**src/rtl/fetch_unit.sv**
```systemverilog
// -----------------------------------------------------------------------------
// fetch_unit
//   Instruction-fetch stage and IF/ID pipeline register of the 5-stage MIPS
//   core. Keeps at most one word request outstanding to a variable-latency
//   instruction memory. Parks a response that arrives while decode is stalled
//   in a one-entry skid register. Applies decode's branch/jump redirects with
//   single-delay-slot semantics.
//
// Ports
//   clk, rst           core clock, synchronous active-high reset
//   imem_req_valid     fetch request valid (only in REQ)
//   imem_req_ready     memory accepts the request this cycle
//   imem_addr          fetch byte address, word aligned
//   imem_resp_valid    response word valid (one per accepted request)
//   imem_resp_data     response instruction word
//   stall              decode stall, IF/ID holds
//   jump_branch        decode: conditional branch taken
//   jump_target        decode: J/JAL
//   jump_reg           decode: JR/JALR
//   jr_pc              decode: forwarded rs value for JR/JALR
//   pc_id              PC of instr_id
//   instr_id           instruction presented to decode (0 when bubble)
//   instr_valid_id     instr_id is a real instruction
// -----------------------------------------------------------------------------
module fetch_unit #(
  parameter logic [31:0] RESET_PC = 32'h0000_0000
) (
  input  logic        clk,
  input  logic        rst,
  output logic        imem_req_valid,
  input  logic        imem_req_ready,
  output logic [31:0] imem_addr,
  input  logic        imem_resp_valid,
  input  logic [31:0] imem_resp_data,
  input  logic        stall,
  input  logic        jump_branch,
  input  logic        jump_target,
  input  logic        jump_reg,
  input  logic [31:0] jr_pc,
  output logic [31:0] pc_id,
  output logic [31:0] instr_id,
  output logic        instr_valid_id
);

  typedef enum logic [1:0] {S_REQ, S_WAIT, S_HOLD} state_e;

  state_e      state_q, state_d;
  logic [31:0] fetch_pc_q;
  logic [31:0] pc_id_q;
  logic [31:0] instr_id_q;
  logic        instr_valid_q;
  logic        redir_pend_q;
  logic [31:0] redir_pc_q;
  logic [31:0] skid_q;

  logic        accept;
  logic [31:0] accept_word;
  logic        consume;
  logic [31:0] pc4;
  logic [31:0] target;
  logic [31:0] next_pc;

  // NOTE: every signal driven here gets a default first so no path can leave
  // it unassigned, which is what would otherwise infer a latch.
  always_comb begin
    state_d     = state_q;
    accept      = 1'b0;
    accept_word = imem_resp_data;
    unique case (state_q)
      S_REQ:  if (imem_req_ready) state_d = S_WAIT;
      S_WAIT: begin
        if (imem_resp_valid) begin
          accept  = ~stall;
          state_d = stall ? S_HOLD : S_REQ;
        end
      end
      S_HOLD: begin
        accept_word = skid_q;
        if (!stall) begin
          accept  = 1'b1;
          state_d = S_REQ;
        end
      end
      default: state_d = S_REQ;
    endcase

    // The jump in ID leaves decode this cycle; its target steers the fetch
    // that follows the delay slot.
    consume = instr_valid_q & ~stall & (jump_branch | jump_target | jump_reg);
    pc4     = pc_id_q + 32'd4;
    if (jump_reg)
      target = jr_pc & 32'hFFFF_FFFC;
    else if (jump_target)
      target = {pc4[31:28], instr_id_q[25:0], 2'b00};
    else
      target = pc4 + {{14{instr_id_q[15]}}, instr_id_q[15:0], 2'b00};

    // Evaluated only when a word is accepted: that word is the delay slot if
    // a jump is consumed now or one was consumed earlier and is pending.
    if (consume)
      next_pc = target;
    else if (redir_pend_q)
      next_pc = redir_pc_q;
    else
      next_pc = fetch_pc_q + 32'd4;
  end

  // NOTE: sequential state uses non-blocking assignments so every register
  // samples the pre-edge values regardless of statement order.
  always_ff @(posedge clk) begin
    if (rst) begin
      state_q       <= S_REQ;
      fetch_pc_q    <= RESET_PC & 32'hFFFF_FFFC;
      pc_id_q       <= 32'd0;
      instr_id_q    <= 32'd0;
      instr_valid_q <= 1'b0;
      redir_pend_q  <= 1'b0;
      redir_pc_q    <= 32'd0;
      skid_q        <= 32'd0;
    end else begin
      state_q <= state_d;
      if (state_q == S_WAIT && imem_resp_valid && stall)
        skid_q <= imem_resp_data;

      if (accept) begin
        pc_id_q       <= fetch_pc_q;
        instr_id_q    <= accept_word;
        instr_valid_q <= 1'b1;
        fetch_pc_q    <= next_pc;
        redir_pend_q  <= 1'b0;
      end else begin
        if (!stall) begin
          // ID advances with nothing new: insert a bubble, pc_id holds.
          instr_id_q    <= 32'd0;
          instr_valid_q <= 1'b0;
        end
        if (consume) begin
          redir_pend_q <= 1'b1;
          redir_pc_q   <= target;
        end
      end
    end
  end

  assign imem_req_valid = (state_q == S_REQ);
  assign imem_addr      = fetch_pc_q;
  assign pc_id          = pc_id_q;
  assign instr_id       = instr_id_q;
  assign instr_valid_id = instr_valid_q;

endmodule
```
**config.mk**
```make
export PLATFORM = sky130hd
export DESIGN_NAME = fetch_unit
export DESIGN_NICKNAME = d
export VERILOG_FILES = /design/src/rtl/fetch_unit.sv
export SDC_FILE = /design/constraint.sdc
export NUM_CORES = 1
export LEC_CHECK = 0
export BUFFER_PORTS_ARGS = -buffer_cell sky130_fd_sc_hd__clkbuf_2
export CAP_MARGIN = 25
export CORE_MARGIN = 1
export CORE_UTILIZATION = 35
export DETAILED_ROUTE_END_ITERATION = 12
export MAX_ROUTING_LAYER = met4
export SETUP_SLACK_MARGIN = 0.15
export SLEW_MARGIN = 15
export SYNTH_ARGS = -nofsm -noshare
export SYNTH_HDL_FRONTEND = slang
export SYNTH_SLANG_ARGS = --single-unit
export TNS_END_PERCENT = 5
```
**constraint.sdc**
```tcl
create_clock -name clk -period 6.6 [get_ports clk]
set_input_delay 0.33 -clock clk [delete_from_list [all_inputs] [get_ports clk]]
set_output_delay 0.33 -clock clk [all_outputs]
set_load 0.02 [all_outputs]
```
==> results of run 1 <==
==> power by group through the flow <==
stage                     Clock (mW)  Sequential (mW)  Combinational [mW]
after floorplan                    0             1.05               0.128
after global routing            1.07             1.03               0.238
after detailed placement           0             1.05               0.216
after global placement             0             1.05               0.214
final                           1.01             1.02               0.218
after CTS                       1.03             1.02               0.217
==> routing by layer <==
metal  global-route usage  vias to the layer above  part of all wire
li1                     -                     5182                 -
met1                0.311                     5044              0.44
met2                0.376                      369              0.45
met3               0.0564                       52             0.072
met4               0.0936                        0             0.033
met5                    -                        -                 0
==> worst max-delay path by stage <==
stage / from / to / cells past startpoint / slack (ns)
3_5_place_dp: pc_id[5] / imem_addr[28] / 15 / 2.18
2_1_floorplan: pc_id[9] / redir_pc_q[28] / 16 / 2.65
6_report: pc_id[6] / redir_pc_q[28] / 15 / 2.10
3_3_place_gp: pc_id[5] / imem_addr[28] / 15 / 2.23
4_1_cts: pc_id[5] / imem_addr[28] / 15 / 2.14
5_1_grt: pc_id[5] / imem_addr[28] / 15 / 1.84
==> synth_stat cells (4+ instances only) <==
cell / number
nand2_1: 238
a21oi_1: 169
dfxtp_1: 164
nor2_1: 153
o21ai_0: 81
clkbuf_1: 80
mux2i_1: 48
nand3_1: 48
xnor2_1: 41
ha_1: 39
nor3_1: 32
inv_1: 25
xor2_1: 23
nand4_1: 22
a211oi_1: 16
and3_1: 16
nand2b_1: 12
nor3b_1: 12
o21a_1: 11
a21o_1: 10
a31oi_1: 10
and2_1: 10
and4_1: 10
nand3b_1: 10
o211ai_1: 10
buf_2: 9
or3_1: 9
buf_1: 6
o21bai_1: 6
o22ai_1: 6
o311ai_0: 6
a2111oi_0: 5
a311oi_1: 5
a221oi_1: 4
nor2b_1: 4
o21ai_1: 4
==> cell type report <==
type	count	area share
timing repair buffer	185	0.0822
sequential	164	0.274
clock inverter	14	0.0139
inverter	25	0.00782
multi-input combinational	1124	0.547
clock buffer	18	0.0358
tap	384	0.0400
==> cell families (layout without fill, tap and decap cells) <==
logic type,after synthesis,in the layout,share of synthesized area
adder cells (fa/ha/maj),40,40,0.0493
XOR/XNOR,64,64,0.0544
buffers and inverters,122,242,0.0464
flip-flops,164,164,0.319
AND/OR/NAND/NOR,591,591,0.261
AO/OA/AOI/OAI,380,380,0.222
multiplexers,49,49,0.0477
==> sequential cells by signal, indices dropped and copies added (netlist names) <==
| name | cells |
|---|---|
| imem_addr | 32 |
| instr_valid_id | 1 |
| pc_id | 32 |
| state_q | 2 |
| redir_pc_q | 32 |
| redir_pend_q | 1 |
| instr_id | 32 |
| skid_q | 32 |
==> worst max-delay path, cell delays in order (launching register included) <==
cell      delay (ns)
dfxtp_1         0.42
and4_1          0.29
and4_1          0.36
and2_1          0.25
nand2_1         0.16
nor2_1          0.16
xor2_1          0.18
ha_1            0.33
and2_1          0.20
a221oi_1        0.46
o21ai_0         0.16
a221oi_1        0.35
mux2_2          0.38
a32o_1          0.20
or3_1           0.39
o21ai_1         0.14
==> stage by stage <==
| stage | area, um2 | util | hold WS, ns |
|---|---|---|---|
| 2_1_floorplan | 10300 | - | 0.436 |
| 3_3_place_gp | 11400 | 0.395 | 0.441 |
| 3_5_place_dp | 11400 | 0.395 | 0.447 |
| 4_1_cts | 12000 | 0.415 | 0.109 |
| 5_1_grt | 12000 | 0.416 | 0.118 |
| 6_report | 12000 | 0.416 | 0.116 |
==> results.md, run 1 <==
* Post-layout power at 2.25 mW
* Count of final max-slew check failures at 0
* Worst Slack Setup Final at 2.10 ns
* CTS clk-pin slew, worst paths at 0.08 ns
* Fin. Hold Viols at 0
* Hold Crit Start: imem_resp_data[22]
* Power share of the clock group at 0.449
* First-pass GRT wire length at 56200 um
* Non-Filler Instances at 1914
* Fin Setup TNS at 0 ns
* CP startpoint kind: flop
* Vias in the first global route at 9998
* N_diodes at 0
* Post-CTS Setup Repair Bufs at 0
* Post-Place Cells at 1881
* Max-cap violation count at 0
* Initial Utilization at 0.357
* Post-cts sizing count at 0
* PortBufs at 167
* Post-synth EDFFs at 0
* TritonCTS Sinks at 164
* Drt first pass iters at 5
* Core area at 28900 um2
* Post-DRT Antenna Nets at 0
* Worst skew pair latency at 0.44 ns
* Initial antenna violation count at 0
* Crit Path Max Fanout at 7
* Placement Rows at 62
* Yosys warns at 0
* CTS tree: built
* Yosys reg bits at 164
* Fmax achieved at 222 MHz
* Post-DP HPWL at 26100 um
* Power density over cell area at 188 nW/um2
* Top FF cell, synth: dfxtp_1
* Grt total ovfl at 0
* Synthesized Nets at 1522
* Layout Area Growth over Synthesis at 16.4%
* Hold endpoint: skid_q[22]
* Cells on Worst Hold Path at 3
* Worst R2R Setup Slack at 2.10 ns
* Sw Ratio at 0.282
* R2r endpoint: redir_pc_q[28]
* Synth cell types at 73
* Skew final at 0.0166 ns
* RR Startpoint: pc_id[6]
* FF-to-FF path depth at 15
* Worst Path Arrival at 4.86 ns
* Peak VDD IR at 0.142 mV
* Tightest Pin Transition at 0.890 ns
* Tot GR Track Use at 0.244
* Fill cells at 2999
* Largest net degree at the start of global routing at 76
* Max Buffers Root-to-Sink at 2
* Post-Syn Area at 10300 um2
* FFs w/ async S/R, synth at 0
* Die H at 174 um
* Root buf cell: clkbuf_16
* P_int at 1.62 mW
* Sw Pwr at 0.636 mW
* Tmin final at 4.50 ns
* Initial DRC Count at 928
* Period utilization at 0.682
* Sequential share of the synthesized area at 0.319
* Nets@finish at 1629
* Register area at 3280 um2
* Worst setup path class: reg -> reg
* CTS Hold Bufs at 0
* Routed wire length at 35900 um
* Gate power share at 0.097
* WL/cell at 18.7 um
* HP Class: in -> reg
* Most frequent cells in the layout: nand2_1, a21oi_1, clkbuf_2
* Largest area contributor in the netlist: dfxtp_1
* Synth top area cells: dfxtp_1, nand2_1, a21oi_1
* Via count at 10600
* Die area at 30100 um2
* Status: complete, no violations
* Worst setup EP type: flop
* H-tree levels at 4
* Leak Pwr at 4.53 nW
* DRC Markers at 0
* Cell count after synthesis at 1410
* Multi-input gate area at 6560 um2
* Seq pwr share at 0.454
* Share of the synthesized area in the top cell type at 0.319
* Slew margin rel. at 0.407
* Syn Area/Cell at 7.31 um2
* Most common cell after layout, fill and taps aside: nand2_1
* Die Wd at 174 um
* Worst EP required at 6.96 ns
* IO Pins at 170
* Layout cells sized above 1 at 0.154
* Final setup vio count at 0
* CTS Buf Count at 17
* Routability congestion estimate at 0.911
* Via/cell ratio at 5.56
* RSZ-0062 raised after global routing: no
* Pre-CTS setup slack at 2.18 ns
Power figures use the tool's default switching activity.
==> run 2: changes to the inputs <==
--- a/config.mk
+++ b/config.mk
@@ -5,6 +5,7 @@
 export SDC_FILE = /design/constraint.sdc
 export NUM_CORES = 1
 export LEC_CHECK = 0
+export ABC_AREA = 1
 export BUFFER_PORTS_ARGS = -buffer_cell sky130_fd_sc_hd__clkbuf_2
 export CAP_MARGIN = 25
 export CORE_MARGIN = 1
==> constraint.sdc (replaced) <==
create_clock -name clk -period 4 [get_ports clk]
set_input_delay 0.2 -clock clk [delete_from_list [all_inputs] [get_ports clk]]
set_output_delay 0.2 -clock clk [all_outputs]
set_load 0.02 [all_outputs]
==> run 2 against run 1 <==
Compared with the run above: setup slack worse by 1.8 ns; global-route usage is 0.70 points higher; routed wire length is 5.8% higher; via count is 6.4% higher; largest cell class unchanged; largest power group unchanged; critical path depth is 2 higher; maximum frequency is 23% higher; die area is 3.3% higher.
==> results.md, run 2 <==
* Status: complete, no violations
* Tightest Pin Transition at 1.03 ns
* First-pass GRT wire length at 58200 um
* Fill cells at 3209
* Peak VDD IR at 0.303 mV
* Initial Utilization at 0.357
* Worst setup path class: reg -> reg
* Non-Filler Instances at 2181
* Fin Setup TNS at 0 ns
* Fin. Hold Viols at 0
* WL/cell at 17.4 um
* Drt first pass iters at 5
* Post-Place Cells at 2151
* CP startpoint kind: flop
* Max Buffers Root-to-Sink at 2
* Post-cts sizing count at 0
* Power density over cell area at 321 nW/um2
* Largest net degree at the start of global routing at 101
* Root buf cell: clkbuf_16
* Most common cell after layout, fill and taps aside: nand2_1
* Share of the synthesized area in the top cell type at 0.308
* Most frequent cells in the layout: nand2_1, a21oi_1, inv_1
* Via/cell ratio at 5.19
* Initial antenna violation count at 0
* Post-DRT Antenna Nets at 0
* Skew final at 0.0119 ns
* HP Class: in -> reg
* Hold endpoint: skid_q[12]
* Largest area contributor in the netlist: dfxtp_1
* Max-cap violation count at 0
* Cell count after synthesis at 1654
* Synth cell types at 53
* Worst EP required at 4.33 ns
* Cells on Worst Hold Path at 3
* Syn Area/Cell at 6.44 um2
* Tot GR Track Use at 0.251
* Top FF cell, synth: dfxtp_1
* CTS tree: built
* Die Wd at 176 um
* TritonCTS Sinks at 164
* Synth cell count leaders: nand2_1, a21oi_1, inv_1
* Post-DP HPWL at 28300 um
* Worst Path Arrival at 3.98 ns
* Die H at 176 um
* Hold_ws at 0.0688 ns
* Period utilization at 0.914
* Worst R2R Setup Slack at 0.35 ns
* Synth top area cells: dfxtp_1, nand2_1, a21oi_1
* Initial DRC Count at 966
* N_diodes at 0
* CTS Hold Bufs at 0
* Hold Crit Start: imem_resp_data[12]
* Yosys warns at 0
* Post-layout power at 3.97 mW
* Sequential share of the synthesized area at 0.308
* Worst skew pair latency at 0.43 ns
* Count of final max-slew check failures at 0
* Fmax achieved at 274 MHz
* Grt total ovfl at 0
* Multi-input gate area at 6300 um2
* Vias in the first global route at 10500
* Routability congestion estimate at 0.959
* Post-Syn Area at 10600 um2
* Crit Path Max Fanout at 5
* Yosys reg bits at 164
* Layout cells sized above 1 at 0.152
* Core area at 29800 um2
* Post-CTS Setup Repair Bufs at 0
* CTS Buf Count at 17
* Leak Pwr at 5.72 nW
* Worst setup path startpoint: pc_id[10]
* Layout Area Growth over Synthesis at 16.2%
* FFs w/ async S/R, synth at 0
* Synthesized Nets at 1766
* DRC Markers at 0
* Slew margin rel. at 0.312
* Cell with the most instances after synthesis: nand2_1
* Post-synth EDFFs at 0
* Nets@finish at 1892
* Routed wire length at 38000 um
* Worst setup EP type: flop
* RSZ-0062 raised after global routing: no
* Via count at 11300
* IO Pins at 170
* Register area at 3280 um2
* Die area at 31100 um2
* FF-to-FF path depth at 17
* PortBufs at 167
* Final setup vio count at 0
* CTS clk-pin slew, worst paths at 0.07 ns
* R2r endpoint: redir_pc_q[27]
* Tmin final at 3.65 ns
* H-tree levels at 4
* Placement Rows at 63
* RR Startpoint: pc_id[10]
-- run 2: cell count changes after synthesis, sizes merged, moves of 18 or more --
cell    before  now
inv         25  189
xnor2       41    9
mux2i       48    0
a21oi      171  192
nand2      238  447
nor2       153  127
a211oi      18    0
xor2        23   52
o21ai       86  192
clkbuf      81   51
-- run 2: where the power goes --
part | leakage, nW | switching (mW) | internal [mW]
clock network | 0.274 | 0.689 | 0.915
logic | 4.12 | 0.401 | 0.191
registers | 1.33 | 0.0728 | 1.70
total | 5.72 | 1.16 | 2.81
-- run 2: metrics by stage --
stage | utilization | worst slack [ns] | instance area [um2]
4_1_cts | 0.415 | 0.525 | 12400
2_1_floorplan | - | 1.05 | 10600
5_1_grt | 0.415 | 0.186 | 12400
6_report | 0.415 | 0.345 | 12400
3_3_place_gp | 0.395 | 0.515 | 11800
3_5_place_dp | 0.396 | 0.547 | 11800
-- run 2: critical path, cell delays in order, from the launching register on --
cell	delay (ns)
dfxtp_1	0.43
nand2_1	0.10
nor2_1	0.19
nand2_2	0.15
nor3_1	0.51
xor2_1	0.17
ha_1	0.46
nand2_1	0.17
nor2_1	0.20
inv_1	0.09
nor3_1	0.23
o21ai_0	0.18
nand4_1	0.12
nand3_1	0.08
nand2_1	0.12
nand2_1	0.12
o21ai_0	0.18
inv_1	0.05
-- run 2: per-layer routing --
metal | wire, um | up-vias | global-route usage | share of wire
li1 | - | 5659 | - | -
met1 | 17500 | 5294 | 0.331 | 0.46
met2 | 16700 | 350 | 0.381 | 0.44
met3 | 2980 | 27 | 0.0575 | 0.078
met4 | 841 | 0 | 0.0754 | 0.022
met5 | 0 | - | - | 0
-- run 2: area by class of cell --
cell class	count	share of cell area
repair buffers	187	0.0829
clock buffers	22	0.0391
multi-input cells	1221	0.509
well taps	390	0.0394
clock inverters	8	0.00627
inverters	189	0.0575
flip-flops and latches	164	0.265
-- run 2: cells by family after synthesis --
kind of cell / count (synthesis) / synth area share
DFF: 164 / 0.308
buffers and inverters: 269 / 0.100
AOI/OAI and AO/OA: 421 / 0.210
and+or+nand+nor: 699 / 0.283
xor gates and xnor gates: 61 / 0.0502
adders and majority gates: 40 / 0.0477
-- run 2: worst max-delay path by stage --
stage | endpoint | slack, ns | depth (start not counted)
2_1_floorplan | redir_pc_q[27] | 1.05 | 20
3_3_place_gp | redir_pc_q[19] | 0.52 | 18
3_5_place_dp | redir_pc_q[27] | 0.55 | 19
4_1_cts | redir_pc_q[27] | 0.52 | 19
5_1_grt | redir_pc_q[19] | 0.19 | 18
6_report | redir_pc_q[27] | 0.35 | 17
